**config.mk**
```make
export PLATFORM = sky130hd
export DESIGN_NAME = seg_scan_capture_flat
export DESIGN_NICKNAME = d
export VERILOG_FILES = /design/src/rtl/seg_scan_capture_pkg.sv /design/src/rtl/seg_scan_capture_if.sv /design/src/rtl/seg_pattern_decode.sv /design/src/rtl/seg_scan_capture.sv /design/src/flat_wrapper.sv
export SDC_FILE = /design/constraint.sdc
export NUM_CORES = 1
export LEC_CHECK = 0
export CELL_PAD_IN_SITES_DETAIL_PLACEMENT = 1
export CELL_PAD_IN_SITES_GLOBAL_PLACEMENT = 1
export CORE_MARGIN = 1.5
export CORE_UTILIZATION = 40
export CTS_CLUSTER_DIAMETER = 100
export DETAILED_ROUTE_END_ITERATION = 10
export PLACE_DENSITY_LB_ADDON = 0.1
export SETUP_SLACK_MARGIN = 0.1
export SKIP_LAST_GASP = 1
export SLEW_MARGIN = 5
export SYNTH_ARGS = -nofsm -noshare
export SYNTH_HDL_FRONTEND = slang
export SYNTH_SLANG_ARGS = --single-unit
```
**constraint.sdc**
```tcl
create_clock -name clk -period 4.84 [get_ports clk]
set_input_delay 1.452 -clock clk [delete_from_list [all_inputs] [get_ports clk]]
set_output_delay 1.452 -clock clk [all_outputs]
set_load 0.005 [all_outputs]
```
**src/rtl/seg_scan_capture_pkg.sv**
```systemverilog
// seg_scan_capture_pkg: shared FSM state type and seven-segment pattern constants.
// Patterns are active-low, bit6 = segment a ... bit0 = segment g.
package seg_scan_capture_pkg;

  typedef enum logic [1:0] {
    IDLE,
    SETTLE,
    HELD
  } state_t;

  localparam logic [6:0] PAT_0 = 7'b0000001;
  localparam logic [6:0] PAT_1 = 7'b1001111;
  localparam logic [6:0] PAT_2 = 7'b0010010;
  localparam logic [6:0] PAT_3 = 7'b0000110;
  localparam logic [6:0] PAT_4 = 7'b1001100;
  localparam logic [6:0] PAT_5 = 7'b0100100;
  localparam logic [6:0] PAT_6 = 7'b0100000;
  localparam logic [6:0] PAT_7 = 7'b0001111;
  localparam logic [6:0] PAT_8 = 7'b0000000;
  localparam logic [6:0] PAT_9 = 7'b0000100;
  localparam logic [6:0] PAT_A = 7'b0001000;
  localparam logic [6:0] PAT_B = 7'b1100000;
  localparam logic [6:0] PAT_C = 7'b0110001;

  localparam logic [6:0] PAT_BLANK  = 7'b1111111;
  localparam logic [3:0] CODE_BLANK = 4'hF;

endpackage

```
**src/rtl/seg_scan_capture_if.sv**
```systemverilog
// seg_scan_capture_if: scanned display lines in (an, seven_seg), decoded frame out.
// master = display/scanner side, slave = capture side. err_count under SEG_SCAN_ERR_CNT_EN.
interface seg_scan_capture_if #(
  parameter int NUM_DIGITS = 4
);

  logic [NUM_DIGITS-1:0]   an;
  logic [6:0]              seven_seg;
  logic [4*NUM_DIGITS-1:0] value;
  logic                    value_valid;
  logic                    frame_err;
  logic [NUM_DIGITS-1:0]   blank_mask;
`ifdef SEG_SCAN_ERR_CNT_EN
  logic [7:0]              err_count;
`endif

  modport master (
    output an, seven_seg,
    input  value, value_valid, frame_err, blank_mask
`ifdef SEG_SCAN_ERR_CNT_EN
    , input err_count
`endif
  );

  modport slave (
    input  an, seven_seg,
    output value, value_valid, frame_err, blank_mask
`ifdef SEG_SCAN_ERR_CNT_EN
    , output err_count
`endif
  );

endinterface

```
**src/rtl/seg_pattern_decode.sv**
```systemverilog
// seg_pattern_decode: combinational 7-bit segment pattern -> hex code, blank, invalid.
// Ports: pattern (in), code / blank / invalid (out); invalid patterns report code F.
module seg_pattern_decode
  import seg_scan_capture_pkg::*;
(
  input  logic [6:0] pattern,
  output logic [3:0] code,
  output logic       blank,
  output logic       invalid
);

  always_comb begin
    code    = CODE_BLANK;
    blank   = 1'b0;
    invalid = 1'b0;
    unique case (1'b1)
      pattern == PAT_0:     code = 4'h0;
      pattern == PAT_1:     code = 4'h1;
      pattern == PAT_2:     code = 4'h2;
      pattern == PAT_3:     code = 4'h3;
      pattern == PAT_4:     code = 4'h4;
      pattern == PAT_5:     code = 4'h5;
      pattern == PAT_6:     code = 4'h6;
      pattern == PAT_7:     code = 4'h7;
      pattern == PAT_8:     code = 4'h8;
      pattern == PAT_9:     code = 4'h9;
      pattern == PAT_A:     code = 4'hA;
      pattern == PAT_B:     code = 4'hB;
      pattern == PAT_C:     code = 4'hC;
      pattern == PAT_BLANK: blank = 1'b1;
      default:              invalid = 1'b1;
    endcase
  end

endmodule

```
**src/rtl/seg_scan_capture.sv**
```systemverilog
// seg_scan_capture: debounce a multiplexed 7-seg scan and assemble whole frames.
// Ports: clk, rst (sync, high), bus (slave). Optional err_count: SEG_SCAN_ERR_CNT_EN.
module seg_scan_capture
  import seg_scan_capture_pkg::*;
#(
  parameter int SETTLE_CYCLES = 4,
  parameter int NUM_DIGITS    = 4
) (
  input logic               clk,
  input logic               rst,
  seg_scan_capture_if.slave bus
);

  localparam int                    W        = 4 * NUM_DIGITS;
  localparam logic [7:0]            SETTLE_N = 8'(SETTLE_CYCLES);
  localparam logic [NUM_DIGITS-1:0] ALL      = '1;

  logic [NUM_DIGITS-1:0] an_r, an_p, sel;
  logic [6:0]            seg_r, seg_p;
  logic [NUM_DIGITS-1:0] mask_q, mask_n;
  logic [NUM_DIGITS-1:0] blank_q, blank_n;
  logic [NUM_DIGITS-1:0] inval_q, inval_n;
  logic [W-1:0]          code_q, code_n;
  logic [W-1:0]          value_q;
  logic [NUM_DIGITS-1:0] bmask_q;
  logic                  vv_q, fe_q;
  logic [7:0]            cnt_q, cnt_n;
  state_t                state_q, state_n;
  logic                  one_low, stable, hold, capture, done;
  logic [3:0]            dec_code;
  logic                  dec_blank, dec_inval;

  seg_pattern_decode u_dec (
    .pattern (seg_r),
    .code    (dec_code),
    .blank   (dec_blank),
    .invalid (dec_inval)
  );

  assign sel     = ~an_r;
  assign one_low = $onehot(sel);
  assign stable  = (an_r == an_p) && (seg_r == seg_p);
  assign hold    = (state_q == HELD) && stable;

  always_comb begin
    state_n = state_q;
    cnt_n   = cnt_q;
    capture = 1'b0;
    if (!one_low) begin
      state_n = IDLE;
      cnt_n   = '0;
    end else if (!hold) begin
      if (state_q == SETTLE && stable)
        cnt_n = cnt_q + 8'd1;
      else
        cnt_n = 8'd1;
      capture = (cnt_n == SETTLE_N);
      state_n = capture ? HELD : SETTLE;
    end
  end

  always_comb begin
    code_n  = code_q;
    blank_n = blank_q;
    inval_n = inval_q;
    mask_n  = mask_q;
    if (capture) begin
      for (int i = 0; i < NUM_DIGITS; i++)
        if (sel[i]) code_n[4*i +: 4] = dec_code;
      blank_n = dec_blank ? (blank_q | sel) : (blank_q & ~sel);
      inval_n = dec_inval ? (inval_q | sel) : (inval_q & ~sel);
      mask_n  = mask_q | sel;
    end
  end

  // Completion is resolved on the capturing edge, so the pulse
  // appears in the cycle right after the completing capture.
  assign done = (mask_n == ALL);

  always_ff @(posedge clk) begin
    if (rst) begin
      an_r    <= '1;
      seg_r   <= PAT_BLANK;
      an_p    <= '1;
      seg_p   <= PAT_BLANK;
      state_q <= IDLE;
      cnt_q   <= '0;
      mask_q  <= '0;
      blank_q <= '0;
      inval_q <= '0;
      code_q  <= '0;
      value_q <= '0;
      bmask_q <= '0;
      vv_q    <= 1'b0;
      fe_q    <= 1'b0;
    end else begin
      an_r    <= bus.an;
      seg_r   <= bus.seven_seg;
      an_p    <= an_r;
      seg_p   <= seg_r;
      state_q <= state_n;
      cnt_q   <= cnt_n;
      code_q  <= code_n;
      vv_q    <= 1'b0;
      fe_q    <= 1'b0;
      if (done) begin
        mask_q  <= '0;
        blank_q <= '0;
        inval_q <= '0;
        if (inval_n == '0) begin
          value_q <= code_n;
          bmask_q <= blank_n;
          vv_q    <= 1'b1;
        end else begin
          fe_q <= 1'b1;
        end
      end else begin
        mask_q  <= mask_n;
        blank_q <= blank_n;
        inval_q <= inval_n;
      end
    end
  end

  assign bus.value       = value_q;
  assign bus.blank_mask  = bmask_q;
  assign bus.value_valid = vv_q;
  assign bus.frame_err   = fe_q;

`ifdef SEG_SCAN_ERR_CNT_EN
  logic [7:0] err_q;

  always_ff @(posedge clk) begin
    if (rst)
      err_q <= '0;
    else if (fe_q && err_q != 8'hFF)
      err_q <= err_q + 8'd1;
  end

  assign bus.err_count = err_q;
`endif

endmodule

```
**src/flat_wrapper.sv**
```systemverilog
// flat-port wrapper written by rule: the top's interface ports become plain ports
module seg_scan_capture_flat import seg_scan_capture_pkg::*;
#(
  parameter int SETTLE_CYCLES = 4,
  parameter int NUM_DIGITS    = 4
)
  (clk, rst, bus_an, bus_seven_seg, bus_value, bus_value_valid, bus_frame_err, bus_blank_mask);
  seg_scan_capture_if #(.NUM_DIGITS(NUM_DIGITS)) bus_i ();
  input logic clk;
  input logic rst;
  input wire logic [$bits(bus_i.an)-1:0] bus_an;
  input wire logic [$bits(bus_i.seven_seg)-1:0] bus_seven_seg;
  output wire logic [$bits(bus_i.value)-1:0] bus_value;
  output wire logic [$bits(bus_i.value_valid)-1:0] bus_value_valid;
  output wire logic [$bits(bus_i.frame_err)-1:0] bus_frame_err;
  output wire logic [$bits(bus_i.blank_mask)-1:0] bus_blank_mask;
  assign bus_i.an = bus_an;
  assign bus_i.seven_seg = bus_seven_seg;
  assign bus_value = bus_i.value;
  assign bus_value_valid = bus_i.value_valid;
  assign bus_frame_err = bus_i.frame_err;
  assign bus_blank_mask = bus_i.blank_mask;
  seg_scan_capture #(.SETTLE_CYCLES(SETTLE_CYCLES), .NUM_DIGITS(NUM_DIGITS)) u_core (.clk(clk), .rst(rst), .bus(bus_i));
endmodule
```
==> results.cfg, run 1 <==
[logic_synthesis]
synth_top_area_cell = dfxtp_1
synth_cell_type_count = 51
syn_area_um2 = 3620
synth_nets = 393
synth_seq_area_share_pct = 45.3
synth.ff_latch_count = 82
synth_ff_type = dfxtp_1
yosysTopAreaCellShare_pct = 45.3
synth-edff-count = 0
syn_inst = 375
yosys_warnings = 0
ys_async_sr_fraction_pct = 0
syn_area_per_cell_um2 = 9.66
synth_area_leaders = dfxtp_1 45%, nor2_1 5.2%, mux2i_1 4.4%

[grt]
antenna_found_initial = 0
grt_pass1_wl_um = 13600
grt_usage_pct = 17.7
overflow = 0
grt_max_degree = 63
grt_pass1_vias = 2751

[power_and_ir_drop]
max-vdd-ir-drop_uv = 159
power.density_nw_per_um2 = 299
power.static_leakage_nw = 1.58

[final_layout]
area_growth_pct = 16.3
drive_above_1_share_pct = 17.9
final_cell_area_um2 = 4210
final_nets = 420
layout_commonest_cell = dfxtp_1
num_antenna_cells = 0
final_cells = 515
final_cell_mix = 82 x dfxtp_1, 50 x nor2_1, 33 x clkdlybuf4s50_1

[clocking]
cts_sinks = 82
cts_made_buffers = 9
clk_latency_ps = 360
ctsHoldBuffers = 0
clkTransAtPathRegs_ps = 90
clockRootBuffer = clkbuf_8
post_cts_buffers = 0
cts_max_level = 3
cts_tree = yes
ctsResizeCount = 0
cts.path.max_buffers = 2

[timing]
grt_setup_unrepaired = false
hold_viol_final = 0
max_freq_mhz = 250
slew_headroom_pct = 30.8
skew_ps = 13.1
tns_ps = 0
slew_violations = 0
post-route-min-period_ps = 4010
finalCritPeriodShare_pct = 82.8
setup_viol = 0
tightest_slew_ps = 1040

[die]
core_area_um2 = 8760
dieArea_um2 = 9640
initial_core_util_pct = 41.3
io_pins = 35
die_w_um = 98.2
die_h_um = 98.2
row_count = 34

[placed_design]
gp_congestion = 0.747
placed_area_um2 = 4020
dp_hpwl_um = 5510
dpl.cell_count = 499
buffer_ports.inserted = 34

[worst_setup_path]
end_kind = flip-flop
r2r_start = u_core.an_r[3]
worstPathRequired_ps = 5090
crit_arrival_ps = 4250
cp_max_fo = 17
r2r-end = u_core.bus.value[7]
cp-start-kind = flip-flop
startpoint = u_core.an_r[3]
critPathKind = reg2reg
r2r_cells = 12
worst-r2r-setup-slack_ps = 830

[drt]
viasPerCell = 5.12
vias = 2637
drtAntennaViolNets = 0
routed_wl_um = 7870
post-route-drc-count = 0
firstDrtPassIters = 4
wl_per_cell_um = 15.3
drt_iter0_drc = 92

[worst_hold_path]
min_path_type = reg2reg
hold_path_depth = 2
min_to = u_core.mask_q[0]
hold_start = u_core.mask_q[0]

[run_status]
status = complete, no violations

[flow_run]
max-cap-violations = 0
==> through the flow <==
step / total power [mW] / util [%] / worst slack [ps] / hold slack (ps)
3_5_place_dp: 0.794 / 45.9 / 790 / 488
3_3_place_gp: 0.792 / 45.9 / 934 / 479
2_1_floorplan: 0.768 / - / 1410 / 449
6_report: 1.26 / 48.1 / 834 / 508
5_1_grt: 1.32 / 48.1 / 521 / 537
4_1_cts: 1.29 / 48.1 / 778 / 506
==> metal layers <==
| metal | wire length, um | global-route usage, % |
|---|---|---|
| met2 | 3750 | 29.0 |
| met3 | 205 | 4.08 |
| met5 | 0 | 0 |
| met4 | 73 | 5.20 |
| met1 | 3850 | 23.4 |
==> synthesized netlist by cell type (all sizes together), types with 2 or more instances <==
library cell / n
and2: 2
nand3b: 2
nand2b: 3
o21ai: 8
or4: 4
nor3b: 9
or2: 24
mux2i: 16
inv: 8
o211a: 2
and3: 8
nor2: 52
nor4: 9
a21oi: 16
o211ai: 2
nand4: 2
buf: 9
xnor2: 12
nand4b: 2
a211oi: 10
nor2b: 18
mux2: 16
clkbuf: 14
dfxtp: 82
and4: 2
ha: 4
nand2: 17
nor3: 8
==> critical path, cell delays in order, from the launching register on <==
cell and delay (ps):
dfxtp_1 460, inv_1 110, ha_1 280, ha_1 190, fa_1 430, nor2_1 150
and2_1 230, nand2_1 120, nor4_4 510, nor2_2 120, nor4_4 590, nand2_4 320
mux2_4 380
==> cell families after synthesis <==
| group | share of synthesized area, % |
|---|---|
| and+or+nand+nor | 27.5 |
| DFF | 45.3 |
| AOI/OAI and AO/OA | 8.15 |
| muxes | 10.3 |
| buffers and inverters | 3.87 |
| xor gates and xnor gates | 2.90 |
| adders and majority gates | 1.93 |
==> flip-flops by register name, indices dropped and copies added (netlist names) <==
register,cells
u_core.bus.frame_err,1
u_core.seg_r,7
u_core.blank_q,4
u_core.code_q,16
u_core.bus.value,16
u_core.bus.blank_mask,4
u_core.an_p,4
u_core.inval_q,4
u_core.mask_q,4
u_core.state_q,2
u_core.cnt_q,8
u_core.seg_p,7
u_core.bus.value_valid,1
u_core.an_r,4
==> how the worst max path moves through the flow <==
| stage | to | cells past startpoint |
|---|---|---|
| 2_1_floorplan | u_core.bus.value[10] | 13 |
| 6_report | u_core.bus.value[7] | 12 |
| 4_1_cts | u_core.bus.value[8] | 12 |
| 3_3_place_gp | u_core.bus.value[4] | 8 |
| 3_5_place_dp | u_core.bus.value[7] | 12 |
| 5_1_grt | u_core.bus.value[8] | 12 |
==> report_power, final <==
group          internal (mW)  total [mW]  leakage, nW  switching [mW]
sequential             0.685       0.700        0.666          0.0152
combinational         0.0348      0.0769        0.815          0.0421
clock                  0.212       0.485       0.0973           0.272
==> layout make-up <==
type | instances | area, um^2
fill | 1019 | 4550
multi-input combinational | 262 | 1840
sequential | 82 | 1640
timing repair buffer | 39 | 373
clock buffer | 10 | 138
tap | 108 | 135
clock inverter | 6 | 56.3
inverter | 8 | 30.0
No activity file was read; power rests on OpenSTA's default activity.
==> inputs of run 2 (changes only) <==
==> constraint.sdc (replaced) <==
create_clock -name clk -period 3.5 [get_ports clk]
set_input_delay 1.05 -clock clk [delete_from_list [all_inputs] [get_ports clk]]
set_output_delay 1.05 -clock clk [all_outputs]
set_load 0.005 [all_outputs]
==> run 2 against run 1 <==
Combinational power up 61%. Cell count up 2.7%. Core utilization up 2.0 points. Critical path type unchanged. Critical path depth down 2. Final area up 4.2%. Via count up 4.1%. Register-to-register slack worse by 630 ps. Hold slack worse by 18 ps. Non-clock buffer count up 13. Global-route usage down 0.062 points. Largest power group unchanged. Die area unchanged.
==> results.cfg, run 2 (synthesized netlist as in run 1, its figures left out) <==
[clocking]
cts_sinks = 82
ctsHoldBuffers = 0
cts_max_level = 3
clkTransAtPathRegs_ps = 90
clk_latency_ps = 350
clockRootBuffer = clkbuf_8
cts_made_buffers = 9
cts_tree = yes
cts.path.max_buffers = 2

[drt]
post-route-drc-count = 0
vias = 2744
routed_wl_um = 8430
wl_met2_um = 4120
met3_length_um = 232
drtAntennaViolNets = 0
viasPerCell = 5.19
drt-met1-wl_um = 3980
top_layer_used = met4
wl_per_cell_um = 15.9
firstDrtPassIters = 4
drt_iter0_drc = 63

[timing]
grt_setup_unrepaired = true
slew_violations = 0
setup_viol = 0
post-route-min-period_ps = 3300
max_freq_mhz = 303
skew_ps = 12.2
hold_viol_final = 0
slew_headroom_pct = 53.5
timing.final.ws_setup_ps = 200
finalCritPeriodShare_pct = 94.3
tightest_slew_ps = 697

[placed_design]
buffer_ports.inserted = 34
dp_slack_ps = -88.2
gp_congestion = 0.767
dp_hpwl_um = 5740
placed_area_um2 = 4100

[final_layout]
final_nets = 435
drive_above_1_share_pct = 23.3
num_antenna_cells = 0
final_util_pct = 50.1
final_cell_area_um2 = 4390
layout_commonest_cell = dfxtp_1
area_growth_pct = 21.2
final_cell_mix = 78 x dfxtp_1, 49 x nor2_1, 33 x clkdlybuf4s50_1

[grt]
grt_usage_pct = 17.6
grt_pass1_vias = 2785
grt_max_degree = 43
overflow = 0
grt_pass1_wl_um = 13600
antenna_found_initial = 0

[die]
io_pins = 35
core_area_um2 = 8760
row_count = 34
die_h_um = 98.2
dieArea_um2 = 9640
initial_core_util_pct = 41.3
die_w_um = 98.2

[worst_setup_path]
r2r-end = u_core.bus.value[3]
crit_arrival_ps = 3530
r2r_cells = 10
worst-r2r-setup-slack_ps = 200
cp_max_fo = 5
r2r_start = u_core.cnt_q[0]
critPathKind = reg2reg
cp-start-kind = flip-flop
end_kind = flip-flop
startpoint = u_core.cnt_q[0]
worstPathRequired_ps = 3730

[power_and_ir_drop]
power_mw = 1.76
p_int_mw = 1.33
switching_share_pct = 24.6
p_comb_share_pct = 7.0
pwr-share-clk_pct = 38.4
power.static_leakage_nw = 1.66
power.density_nw_per_um2 = 401
max-vdd-ir-drop_uv = 319
sequentialPowerShare_pct = 54.6
p_sw_mw = 0.433

[worst_hold_path]
min_path_type = reg2reg
hold_path_depth = 2
hold_start = u_core.blank_q[0]
min_to = u_core.blank_q[0]

[flow_run]
max-cap-violations = 0

[run_status]
status = complete, no violations
==> run 2: what timing repair did <==
action | CTS | global route
pin swaps | 0 | 2
buffers inserted | 0 | 1
endpoints found under the setup margin | 17 | 32
cloned | 0 | 3
gates resized for setup | 7 | 10
==> run 2: through the flow <==
step | cells | TNS [ps] | hold slack (ps)
3_3_place_gp | 510 | 0 | 468
6_report | 529 | 0 | 490
2_1_floorplan | 375 | 0 | 449
5_1_grt | 529 | 0 | 527
3_5_place_dp | 510 | -1070 | 479
4_1_cts | 525 | 0 | 501
==> run 2: worst max-delay path by stage <==
stage | endpoint | slack (ps) | cells after the start
after floorplan | u_core.bus.value[10] | 210 | 13
after CTS | u_core.mask_q[1] | 120 | 10
final | u_core.bus.value[3] | 200 | 10
after global placement | u_core.bus.value[6] | 110 | 11
after global routing | u_core.bus.value[13] | 80 | 10
after detailed placement | u_core.bus.value[15] | -90 | 11
==> run 2: worst max-delay path, cell delays in order, from the launching register on <==
cell and delay (ps):
dfxtp_1 350, ha_1 320, or4b_1 460, or4_1 490, buf_4 220, nor4_4 300
nor2_2 90, nor4_4 320, buf_4 240, nand2_4 100, mux2_4 310
==> run 2: power by group through the flow <==
stage / clock [mW] / sequential [mW] / combinational, mW
2_1_floorplan: 0 / 0.977 / 0.0845
3_3_place_gp: 0 / 0.983 / 0.117
3_5_place_dp: 0 / 0.984 / 0.121
4_1_cts: 0.706 / 0.962 / 0.122
5_1_grt: 0.739 / 0.964 / 0.139
6_report: 0.677 / 0.962 / 0.124
==> run 2: layout make-up <==
cell class | count | area, um^2
well taps | 108 | 135
fillers | 992 | 4370
clock buffers | 9 | 124
flip-flops and latches | 82 | 1650
clock inverters | 6 | 66.3
multi-input cells | 264 | 1910
inverters | 8 | 30.0
repair buffers | 52 | 472
==> run 2: metal layers <==
layer,vias up,track usage (%)
met3,9,4.65
met5,-,0
met1,1329,22.8
met2,32,29.5
met4,0,4.12
li1,1374,-
==> inputs of run 3 (changes only) <==
--- a/config.mk
+++ b/config.mk
@@ -12,7 +12,7 @@
 export CTS_CLUSTER_DIAMETER = 100
 export DETAILED_ROUTE_END_ITERATION = 10
 export PLACE_DENSITY_LB_ADDON = 0.1
-export SETUP_SLACK_MARGIN = 0.1
+export SETUP_SLACK_MARGIN = 0.05
 export SKIP_LAST_GASP = 1
 export SLEW_MARGIN = 5
 export SYNTH_ARGS = -nofsm -noshare
==> run 3 against run 2 <==
Die area unchanged. Non-clock buffer count fell by 1. Clock skew decreased by 2.5 ps. Sequential share of layout area increased by 0.21 points. Routed wire length is 1.8% lower. Highest routed layer unchanged.
==> results.cfg, run 3 (synthesized netlist as in run 1, its figures left out) <==
[timing]
post-route-min-period_ps = 3250
grt_setup_unrepaired = false
setup_viol = 0
slew_violations = 0
slew_headroom_pct = 68.0
max_freq_mhz = 307
tns_ps = 0
finalCritPeriodShare_pct = 92.9
tightest_slew_ps = 479
hold_viol_final = 0
skew_ps = 9.67

[power_and_ir_drop]
power.density_nw_per_um2 = 421
power.static_leakage_nw = 1.65
max-vdd-ir-drop_uv = 194

[worst_setup_path]
worst-r2r-setup-slack_ps = 250
critPathKind = reg2reg
worstPathRequired_ps = 3740
crit_arrival_ps = 3500
cp_max_fo = 9
r2r_start = u_core.an_r[0]
r2r-end = u_core.bus.value[9]
endpoint = u_core.bus.value[9]
r2r_cells = 11
startpoint = u_core.an_r[0]
cp-start-kind = flip-flop
end_kind = flip-flop

[drt]
firstDrtPassIters = 4
routed_wl_um = 8280
wl_per_cell_um = 15.7
drt_iter0_drc = 56
drtAntennaViolNets = 0
post-route-drc-count = 0
vias = 2718
viasPerCell = 5.16

[worst_hold_path]
hold_path_depth = 2
min_path_type = reg2reg

[final_layout]
final_util_pct = 49.6
final_nets = 433
num_antenna_cells = 0
multi_input_area_um2 = 1860
area_growth_pct = 20.0
final_cell_area_um2 = 4350
fillers = 973
drive_above_1_share_pct = 21.7
seq_area_um2 = 1650
final_cell_mix = 79 x dfxtp_1, 50 x nor2_1, 33 x clkdlybuf4s50_1
layout_commonest_cell = dfxtp_1

[grt]
antenna_found_initial = 0
overflow = 0
grt_max_degree = 26
gr-usage-met3_pct = 4.08
grt_util_met1_pct = 24.0
grt-busiest-layer = met2
grt_pass1_vias = 2817
grt_pass1_wl_um = 14000
grt_usage_pct = 18.3
grt_use_met2_pct = 30.1

[flow_run]
max-cap-violations = 0

[clocking]
ctsHoldBuffers = 0
cts_max_level = 3
cts_tree = yes
clk_latency_ps = 350
cts.path.max_buffers = 2
clkTransAtPathRegs_ps = 80
cts_sinks = 82
cts_made_buffers = 9
clockRootBuffer = clkbuf_8

[die]
io_pins = 35
die_h_um = 98.2
die_w_um = 98.2
core_area_um2 = 8760
initial_core_util_pct = 41.3
dieArea_um2 = 9640
row_count = 34

[placed_design]
dp_hpwl_um = 5650
placed_area_um2 = 4100
buffer_ports.inserted = 34
gp_congestion = 0.747

[run_status]
status = complete, no violations
run 3: layout make-up:
| cell class | instances | share of cell area [%] |
|---|---|---|
| Multi-Input combinational cell | 263 | 42.8 |
| Sequential cell | 82 | 37.8 |
| Timing Repair Buffer | 51 | 10.6 |
| Tap cell | 108 | 3.11 |
| Clock buffer | 9 | 2.85 |
| Clock inverter | 6 | 2.07 |
| Inverter | 8 | 0.691 |
run 3: worst min path at each step:
stage,startpoint,endpoint,slack (ps)
6_report,u_core.blank_q[2],u_core.blank_q[2],500
5_1_grt,u_core.code_q[4],u_core.code_q[4],520
4_1_cts,u_core.code_q[4],u_core.code_q[4],510
3_5_place_dp,u_core.blank_q[2],u_core.blank_q[2],490
3_3_place_gp,u_core.blank_q[1],u_core.blank_q[1],480
2_1_floorplan,u_core.blank_q[0],u_core.blank_q[0],450
run 3: metrics by stage:
step / std cells / worst slack [ps] / hold slack (ps) / total power, mW
after CTS: 527 / 53.9 / 507 / 1.86
after global placement: 509 / 198 / 475 / 1.10
after detailed placement: 509 / 66.9 / 485 / 1.10
final: 527 / 247 / 501 / 1.83
after floorplan: 375 / 69.0 / 449 / 1.06
after global routing: 527 / 48.3 / 523 / 1.91
run 3: critical path: stages, from the launching register on:
cell     delay [ps]
dfxtp_2         380
inv_1            70
ha_1            290
ha_1            210
fa_1            440
nor2_1          140
nand2_1          90
or4_1           560
nor3_1          200
o22a_2          260
nand2_4         160
mux2_4          320
run 3: metal layers:
metal / up-vias / wire [um]
met4: 0 / 99
met1: 1302 / 3880
met3: 7 / 269
li1: 1369 / -
met2: 40 / 4040
met5: - / 0
run 3: report_power, final:
| part | total (mW) | internal (mW) | switching (mW) |
|---|---|---|---|
| Combinational | 0.117 | 0.0529 | 0.0639 |
| Sequential | 0.965 | 0.948 | 0.0173 |
| Clock | 0.750 | 0.400 | 0.349 |
| Total | 1.83 | 1.40 | 0.431 |
run 3: what timing repair did:
| action | CTS | global route |
|---|---|---|
| setup endpoints to repair | 8 | 34 |
| resized for setup | 0 | 8 |
| gates cloned | 1 | 0 |
| pin swaps | 2 | 2 |
| buffers inserted | 2 | 0 |
